[config.mk]
export PLATFORM = sky130hd
export DESIGN_NAME = regfile_wb_arbiter
export DESIGN_NICKNAME = d
export VERILOG_FILES = /design/src/rtl/regfile_wb_arbiter.sv
export SDC_FILE = /design/constraint.sdc
export NUM_CORES = 1
export LEC_CHECK = 0
export BUFFER_PORTS_ARGS = -buffer_cell sky130_fd_sc_hd__buf_2
export CAP_MARGIN = 40
export CELL_PAD_IN_SITES_DETAIL_PLACEMENT = 1
export CELL_PAD_IN_SITES_GLOBAL_PLACEMENT = 1
export CORE_MARGIN = 1
export CORE_UTILIZATION = 45
export CTS_CLUSTER_SIZE = 28
export DETAILED_ROUTE_END_ITERATION = 12
export HOLD_SLACK_MARGIN = 0.1
export PLACE_DENSITY_LB_ADDON = 0.1
export REMOVE_ABC_BUFFERS = 1
export SYNTH_ARGS = -nofsm -noshare
export SYNTH_HDL_FRONTEND = slang
export SYNTH_SLANG_ARGS = --single-unit
[constraint.sdc]
create_clock -name clk -period 4.97 [get_ports clk]
set_input_delay 0.7455 -clock clk [delete_from_list [all_inputs] [get_ports clk]]
set_output_delay 0.7455 -clock clk [all_outputs]
set_load 0.01 [all_outputs]
[src/rtl/regfile_wb_arbiter.sv]
// Write-back scheduler for the LEGv8 register file: two buffered producers
// (ALU, load) share one registered write port, issued strictly oldest-first.
module regfile_wb_arbiter #(
    parameter int unsigned DEPTH    = 2,
    parameter int unsigned DATA_W   = 64,
    parameter int unsigned ZERO_REG = 31
) (
    input  logic              clk,
    input  logic              rst_n,
    input  logic              flush,
    input  logic              aluValid,
    output logic              aluReady,
    input  logic [4:0]        aluReg,
    input  logic [DATA_W-1:0] aluData,
    input  logic              memValid,
    output logic              memReady,
    input  logic [4:0]        memReg,
    input  logic [DATA_W-1:0] memData,
    output logic              RegWrite,
    output logic [4:0]        writeReg,
    output logic [DATA_W-1:0] writeData,
    output logic [31:0]       pendingMask,
    output logic              idle
);

    localparam int          D    = int'(DEPTH);
    localparam int unsigned CW   = 3;
    localparam logic [CW-1:0] FULL = CW'(DEPTH);
    localparam logic [4:0]  ZR   = 5'(ZERO_REG);

    // A is older than B when (B - A) mod 16 falls in 1..7.
    function automatic logic is_older(input logic [3:0] tag_a, input logic [3:0] tag_b);
        logic [3:0] diff;
        diff = tag_b - tag_a;
        return (diff != 4'd0) && (diff < 4'd8);
    endfunction

    logic [1:0]        w_valid;
    logic [1:0]        w_ready;
    logic [1:0]        w_acc;
    logic [1:0]        w_enq;
    logic [1:0]        w_head;
    logic [1:0]        w_deq;
    logic [4:0]        w_in_reg  [2];
    logic [DATA_W-1:0] w_in_data [2];
    logic [CW-1:0]     w_pos     [2];
    logic [31:0]       w_pend;

    logic [CW-1:0]     r_cnt  [2];
    logic [4:0]        r_reg  [2][D];
    logic [DATA_W-1:0] r_data [2][D];
    logic [3:0]        r_tag  [2][D];
    logic [3:0]        r_seq;
    logic              r_wr_en;
    logic [4:0]        r_wr_reg;
    logic [DATA_W-1:0] r_wr_data;

    assign w_valid      = {memValid, aluValid};
    assign w_in_reg[0]  = aluReg;
    assign w_in_reg[1]  = memReg;
    assign w_in_data[0] = aluData;
    assign w_in_data[1] = memData;

    // Handshake: ready comes from registered occupancy only, never from valid.
    always_comb begin
        for (int p = 0; p < 2; p++) begin
            w_ready[p] = rst_n && (r_cnt[p] != FULL) && !flush;
            w_acc[p]   = w_valid[p] && w_ready[p];
            w_enq[p]   = w_acc[p] && (w_in_reg[p] != ZR);
            w_head[p]  = (r_cnt[p] != {CW{1'b0}});
            w_pos[p]   = r_cnt[p] - CW'(w_deq[p]);
        end
    end

    // Issue selection; equal tags go to the load port.
    always_comb begin
        w_deq = 2'b00;
        if (flush) begin
            w_deq = 2'b00;
        end else if (w_head[0] && w_head[1]) begin
            if (is_older(r_tag[0][0], r_tag[1][0])) begin
                w_deq = 2'b01;
            end else begin
                w_deq = 2'b10;
            end
        end else if (w_head[0]) begin
            w_deq = 2'b01;
        end else if (w_head[1]) begin
            w_deq = 2'b10;
        end else begin
            w_deq = 2'b00;
        end
    end

    // Per-port shift queues: head at slot 0, new entry lands after the survivors.
    always_ff @(posedge clk or negedge rst_n) begin
        if (!rst_n) begin
            for (int p = 0; p < 2; p++) begin
                r_cnt[p] <= {CW{1'b0}};
                for (int i = 0; i < D; i++) begin
                    r_reg[p][i]  <= 5'd0;
                    r_data[p][i] <= {DATA_W{1'b0}};
                    r_tag[p][i]  <= 4'd0;
                end
            end
        end else begin
            for (int p = 0; p < 2; p++) begin
                if (flush) begin
                    r_cnt[p] <= {CW{1'b0}};
                end else begin
                    if (w_deq[p]) begin
                        for (int i = 0; i < D - 1; i++) begin
                            r_reg[p][i]  <= r_reg[p][i+1];
                            r_data[p][i] <= r_data[p][i+1];
                            r_tag[p][i]  <= r_tag[p][i+1];
                        end
                    end
                    if (w_enq[p]) begin
                        for (int i = 0; i < D; i++) begin
                            if (CW'(i) == w_pos[p]) begin
                                r_reg[p][i]  <= w_in_reg[p];
                                r_data[p][i] <= w_in_data[p];
                                r_tag[p][i]  <= r_seq;
                            end
                        end
                    end
                    r_cnt[p] <= r_cnt[p] + CW'(w_enq[p]) - CW'(w_deq[p]);
                end
            end
        end
    end

    // Age counter: one step per edge with any enqueue, shared by same-edge pairs.
    always_ff @(posedge clk or negedge rst_n) begin
        if (!rst_n) begin
            r_seq <= 4'd0;
        end else if (|w_enq) begin
            r_seq <= r_seq + 4'd1;
        end
    end

    // Registered write port; index/data hold when no write issues.
    always_ff @(posedge clk or negedge rst_n) begin
        if (!rst_n) begin
            r_wr_en   <= 1'b0;
            r_wr_reg  <= 5'd0;
            r_wr_data <= {DATA_W{1'b0}};
        end else if (w_deq[1]) begin
            r_wr_en   <= 1'b1;
            r_wr_reg  <= r_reg[1][0];
            r_wr_data <= r_data[1][0];
        end else if (w_deq[0]) begin
            r_wr_en   <= 1'b1;
            r_wr_reg  <= r_reg[0][0];
            r_wr_data <= r_data[0][0];
        end else begin
            r_wr_en   <= 1'b0;
        end
    end

    // Hazard mask over every queued entry plus the write in flight.
    always_comb begin
        w_pend = 32'd0;
        for (int p = 0; p < 2; p++) begin
            for (int i = 0; i < D; i++) begin
                if (CW'(i) < r_cnt[p]) begin
                    w_pend[r_reg[p][i]] = 1'b1;
                end else begin
                    w_pend = w_pend;
                end
            end
        end
        if (r_wr_en) begin
            w_pend[r_wr_reg] = 1'b1;
        end else begin
            w_pend = w_pend;
        end
        w_pend[ZR] = 1'b0;
    end

    assign aluReady    = w_ready[0];
    assign memReady    = w_ready[1];
    assign RegWrite    = r_wr_en;
    assign writeReg    = r_wr_reg;
    assign writeData   = r_wr_data;
    assign pendingMask = w_pend;
    assign idle        = !w_head[0] && !w_head[1] && !r_wr_en;

endmodule

* After elaboration in Yosys (flattened, before gate mapping)
Cells that the tools add are included.
** Storage, ports and cells
- Register bits after elaboration :: 372
- Output and inout bits :: 105
** Operators by class
- Add/subtract/negate cells :: 8
- Order comparisons :: 15
- Eq/ne operators :: 6
- Muxes and demuxes :: 52
- Bitwise operators :: 5
- Reduce and logical (&&, ||, !) cells :: 30
** Operator list (count)
- two-way mux 64 bit :: 8
- two-way mux 128 bit :: 2
- two-way mux 31 bit :: 5
- OR 31 bit :: 4
- two-way mux 5 bit :: 8
- < comparator 5 x 6 -> 1 bit (second input constant) :: 5
- demux 1 bit (select 5 bit) :: 5
- greater-or-equal comparator 5 x 1 -> 1 bit (second input constant) :: 5
- two-way mux 4 bit :: 6
- two-way mux 10 bit :: 2
- logical AND 1 bit :: 17
- two-way mux 8 bit :: 2
- < comparator 1 x 3 -> 1 bit (first input constant) :: 4
- subtractor 3 x 1 -> 3 bit :: 4
- two-way mux 2 bit :: 5
- != test 5 bit (second input constant) :: 2
- two-way mux 1 bit :: 7
- adder 3 x 1 -> 3 bit :: 2
- == test 1 x 3 -> 1 bit (first input constant) :: 2
- logical NOT 3 bit :: 2
- two-way mux 3 bit :: 2
- != test 3 x 2 -> 1 bit (second input constant) :: 2
- AND reduction 3 bit :: 2
- nonzero test 3 bit :: 2
- other kinds (8) :: 11

* Longest topological paths before layout
- Word-level depth :: 13
- Gate-level depth with buffers :: 19
- Depth with buffers taken out :: 16

* Worst setup path after synthesis
No wires, ideal clock.
- Kind :: register to register
- Start point :: register r_tag[4] (netlist name)
- End point :: register r_data[0] (netlist name)
- Library setup time :: 0.125 ns
- Arrival :: 3.556 ns
- Path slack :: 1.289 ns
- Cell stages (with the launch flop) :: 19
- Path buffers :: 3
- Period minus slack after synthesis :: 3.681 ns
- Path through :: dfrtp_1 -> inv_1 -> ha_1 -> inv_1 -> fa_1 -> xor2_1 -> nor3b_1 -> a311o_1 -> o21ai_4 -> inv_2 -> clkbuf_1 -> ha_1 -> ha_1 -> xnor2_1 -> and2_1 -> and3_1 -> buf_2 -> buf_2 -> mux2_2
** Between the ends
- Cells in the longest elaborated chain, start to end :: 9
- Elaborated cells on any way between the ends :: 10
- Classes of those cells :: add/sub (2); order compare (1); eq/ne (1); mux (3); reduce/logical (3)
** RTL lines
- start, declared :: RTL line 52 : logic [3:0] r_tag [2][D];
- start signal, assigned by index :: RTL line 115 : r_tag[p][i] <= r_tag[p][i+1];
- start signal, assigned by index :: RTL line 123 : r_tag[p][i] <= r_seq;
- subtractor 4 bit (*) :: RTL line 34 : diff = tag_b - tag_a;
- < comparator 4 bit / nonzero test 4 bit (equally long branches) :: RTL line 35 : return (diff != 4'd0) && (diff < 4'd8);
- logical AND 1 bit (*) :: RTL line 35
- two-way mux 2 bit (*) :: RTL line 81 : if (is_older(r_tag[0][0], r_tag[1][0])) begin
- two-way mux 2 bit (*) :: RTL line 80 : end else if (w_head[0] && w_head[1]) begin
- two-way mux 2 bit (*) :: RTL line 78 : if (flush) begin
- subtractor 3 x 1 -> 3 bit (*) :: RTL line 71 : w_pos[p] = r_cnt[p] - CW'(w_deq[p]);
- == test 1 x 3 -> 1 bit (*) :: RTL line 120 : if (CW'(i) == w_pos[p]) begin
- AND reduction 3 bit (no source line) (*)
- end signal, assigned by index :: RTL line 102 : r_data[p][i] <= {DATA_W{1'b0}};
- end signal, assigned by index :: RTL line 114 : r_data[p][i] <= r_data[p][i+1];
- end signal, assigned by index :: RTL line 122 : r_data[p][i] <= w_in_data[p];
- end, declared :: RTL line 51 : logic [DATA_W-1:0] r_data [2][D];
Every way passes the cells marked *; elsewhere a longest branch is shown, timed or not.
A chain may end at the register's enable or synchronous reset.

* Worst setup path in the final report
- Start point :: register r_tag[4] (netlist name)
- End point :: register r_data[220] (netlist name)
** Between the ends
- Cells in the longest elaborated chain, start to end :: 10
- Elaborated cells on any way between the ends :: 12
- Classes of those cells :: add/sub (2); order compare (1); mux (6); reduce/logical (3)
** RTL lines
- subtractor 4 bit (*) :: RTL line 34
- < comparator 4 bit / nonzero test 4 bit (equally long branches) :: RTL line 35
- logical AND 1 bit (*) :: RTL line 35
- two-way mux 2 bit (*) :: RTL line 81
- two-way mux 2 bit (*) :: RTL line 80
- two-way mux 2 bit (*) :: RTL line 78
- subtractor 3 x 1 -> 3 bit :: RTL line 71
- logical NOT 3 bit :: RTL line 120
- two-way mux 64 bit :: RTL line 120
- two-way mux 128 bit (*) :: RTL line 118 : if (w_enq[p]) begin
Marks and branches as above.

==> metrics.cfg <==
[power]
power_density_nw_per_um2 = 693
p_leak_nw = 9.37
vdd_drop_max_mv = 0.440

[grt]
grt_pass1_wl_um = 82300
met1_usage_pct = 35.5
grt_usage_pct = 26.6
grt_pass1_vias = 14600
grt_overflow = 0
grt_util_met3_pct = 6.85
gr-max-usage-layer = met2
grt_max_degree = 164
antenna_found_initial = 18
use_met2_pct = 42.2

[sta]
rsz0062_at_grt = false
fmax_mhz = 237
slew_headroom_pct = 35.2
hold_violations = 0
worst_pin_slew_ns = 0.972
setup_tns_ns = 0
finalSetupViolations = 0
period_needed_ns = 4.22
fin_crit_sh_pct = 84.9
fin_skew_ns = 0.0143
hold_slack_ns = 0.417
maxSlewViolCount = 0

[detailed_routing]
wl_per_cell_um = 21.7
dr.pass1.iters = 5
ant_nets = 0
drt_iter0_markers = 820
drt-vias-per-instance = 5.80
routed_wl_um = 51900
num_vias = 13900
drc = 0

[yosys]
synthTopCellsByCount = dfrtp_1, nand2_1, nor2_1
synth_edf_count = 0
async_flop_share_pct = 100
yosys_warnings = 0
ys_types = 47
yosysMostFrequentCell = dfrtp_1
ys_seq_area_share_pct = 53.1
synth_flop_cell = dfrtp_1
ys_ff_latch = 372
syn_inst = 1657
synth_top_area_share_pct = 53.1
netlist_area_um2 = 17500
yosysTopAreaCell = dfrtp_1
ys_top_cells_by_area = dfrtp_1, mux2_2, nand2_1
avgSynthCellArea_um2 = 10.6

[die]
die-width_um = 199
io_pins = 248
die_h_um = 199
die_area_um2 = 39800
rows = 71
initial_core_util_pct = 46.1
fp.coreArea_um2 = 38000

[final_layout]
syn_to_final_growth_pct = 17.6
num-nets-final = 1994
layout.cells.non_filler = 2389
largest_reg_flops = 256
fin_util_pct = 54.2
drive_above_1_share_pct = 27.5

[critical_path]
cpMaxStageDelayCell = buf_12
ff2ff_path_depth = 16
critPathTopFamily = simple AND/OR/NAND/NOR gates
cp.required_ns = 5.41
r2r-start = r_tag[4]$_DFFE_PN0N_
endpoint = r_data[220]$_DFFE_PN0N_
crit_path_end_kind = flop
worstSetupPathType = flop to flop
startpoint_type = flop
timing.rr.end = r_data[220]$_DFFE_PN0N_
path_common_cell = ha_1
path_buf_inv = 3
rrSetupSlack_ns = 0.75
worstPathMaxFanout = 146
cp_cell_sequence = inv_1 -> ha_1 -> inv_1 -> fa_1 -> xor2_1 -> nor3b_1 -> a311o_1 -> o22ai_4 -> nor2b_1 -> ha_1 -> ha_1 -> xnor2_1 -> and4_4 -> buf_12 -> and4bb_1 -> a221o_1
cp_slowest_stage_delay_ns = 0.47
crit_path_start = r_tag[4]$_DFFE_PN0N_
cp.depth = 16
cp.arrival_ns = 4.66

[clock_network]
clockBufferDepth = 3
numCtsBuffers = 43
clk_pin_slew_ns = 0.06
worstSkewPairLatency_ns = 0.57
h-tree-depth = 2
cts-root-buf = clkbuf_16
cts_tree = yes
clock-sinks = 372
cts_setup_buffers = 0

[place]
gp_congestion = 0.913
portBuffers = 246
placed_cells = 2299
dp_hpwl_um = 32900

[run]
cap_violations = 0

[hold_path]
holdCritPathClass = input pin to flop

[run_status]
status = finished clean

-- metrics by stage --
stage,instance area (um2),worst slack (ns),total power [mW]
after floorplan,16800,-3.89,8.99
after global placement,19000,0.771,10.8
after detailed placement,19100,0.773,11.1
after CTS,20600,0.750,14.4
after global routing,20600,0.594,15.3
final,20600,0.752,14.3
-- cell usage in the layout, fill, tap and decap left out, types with 13 or more instances in the layout --
| cell | count |
|---|---|
| o22ai_1 | 31 |
| nor4bb_1 | 31 |
| nand3b_1 | 21 |
| dfrtp_1 | 372 |
| clkbuf_16 | 45 |
| mux2_2 | 147 |
| nand2_1 | 302 |
| clkbuf_8 | 15 |
| inv_1 | 13 |
| nor2_1 | 225 |
| ha_1 | 14 |
| o221ai_1 | 31 |
| a221o_1 | 73 |
| buf_2 | 245 |
| a31oi_1 | 142 |
| and4bb_1 | 42 |
-- cell type report --
| type | instances | area (um2) |
|---|---|---|
| well taps | 511 | 639 |
| multi-input cells | 1131 | 7540 |
| flip-flops and latches | 372 | 9310 |
| fillers | 4221 | 17400 |
| clock inverters | 10 | 93.8 |
| diodes | 11 | 27.5 |
| repair buffers | 271 | 1590 |
| inverters | 15 | 58.8 |
| clock buffers | 68 | 1360 |
-- report_power, final --
part,total [mW],switching (mW),internal (mW),leakage [nW]
logic,5.58,3.18,2.40,3.98
registers,5.46,0.989,4.47,4.67
clock network,3.24,1.30,1.93,0.728
-- metal layers --
metal / up-vias / wire length, um
li1: 6317 / -
met4: 16 / 1380
met3: 103 / 3240
met5: - / 109
met1: 7081 / 23100
met2: 350 / 24100
-- worst min path at each step --
stage,start,end,slack (ns),cells past startpoint
after floorplan,rst_n,RegWrite$_DFF_PN0_,0.45,0
after global placement,r_data[181]$_DFFE_PN0P_,r_data[181]$_DFFE_PN0P_,0.48,1
after detailed placement,r_data[161]$_DFFE_PN0P_,r_data[161]$_DFFE_PN0P_,0.49,1
after CTS,aluData[21],r_data[213]$_DFFE_PN0N_,0.39,2
after global routing,aluData[54],r_data[246]$_DFFE_PN0N_,0.40,2
final,aluData[21],r_data[213]$_DFFE_PN0N_,0.42,2
-- repair_timing --
action / CTS / global route
resized for setup: 0 / 0
endpoints found under the hold margin: 9 / 0
hold buffers: 1 / 0
-- cells by family (layout without fill, tap and decap cells) --
kind of cell,count (synthesis),count (layout),synth area share [%]
xor gates and xnor gates,9,9,0.449
other,1,12,0.0214
muxes,147,147,9.44
buffers and inverters,154,364,4.26
and+or+nand+nor,669,669,18.9
AOI/OAI and AO/OA,288,288,12.5
adders and majority gates,17,17,1.34
DFF,372,372,53.1
(Power assumes the default switching activity.)
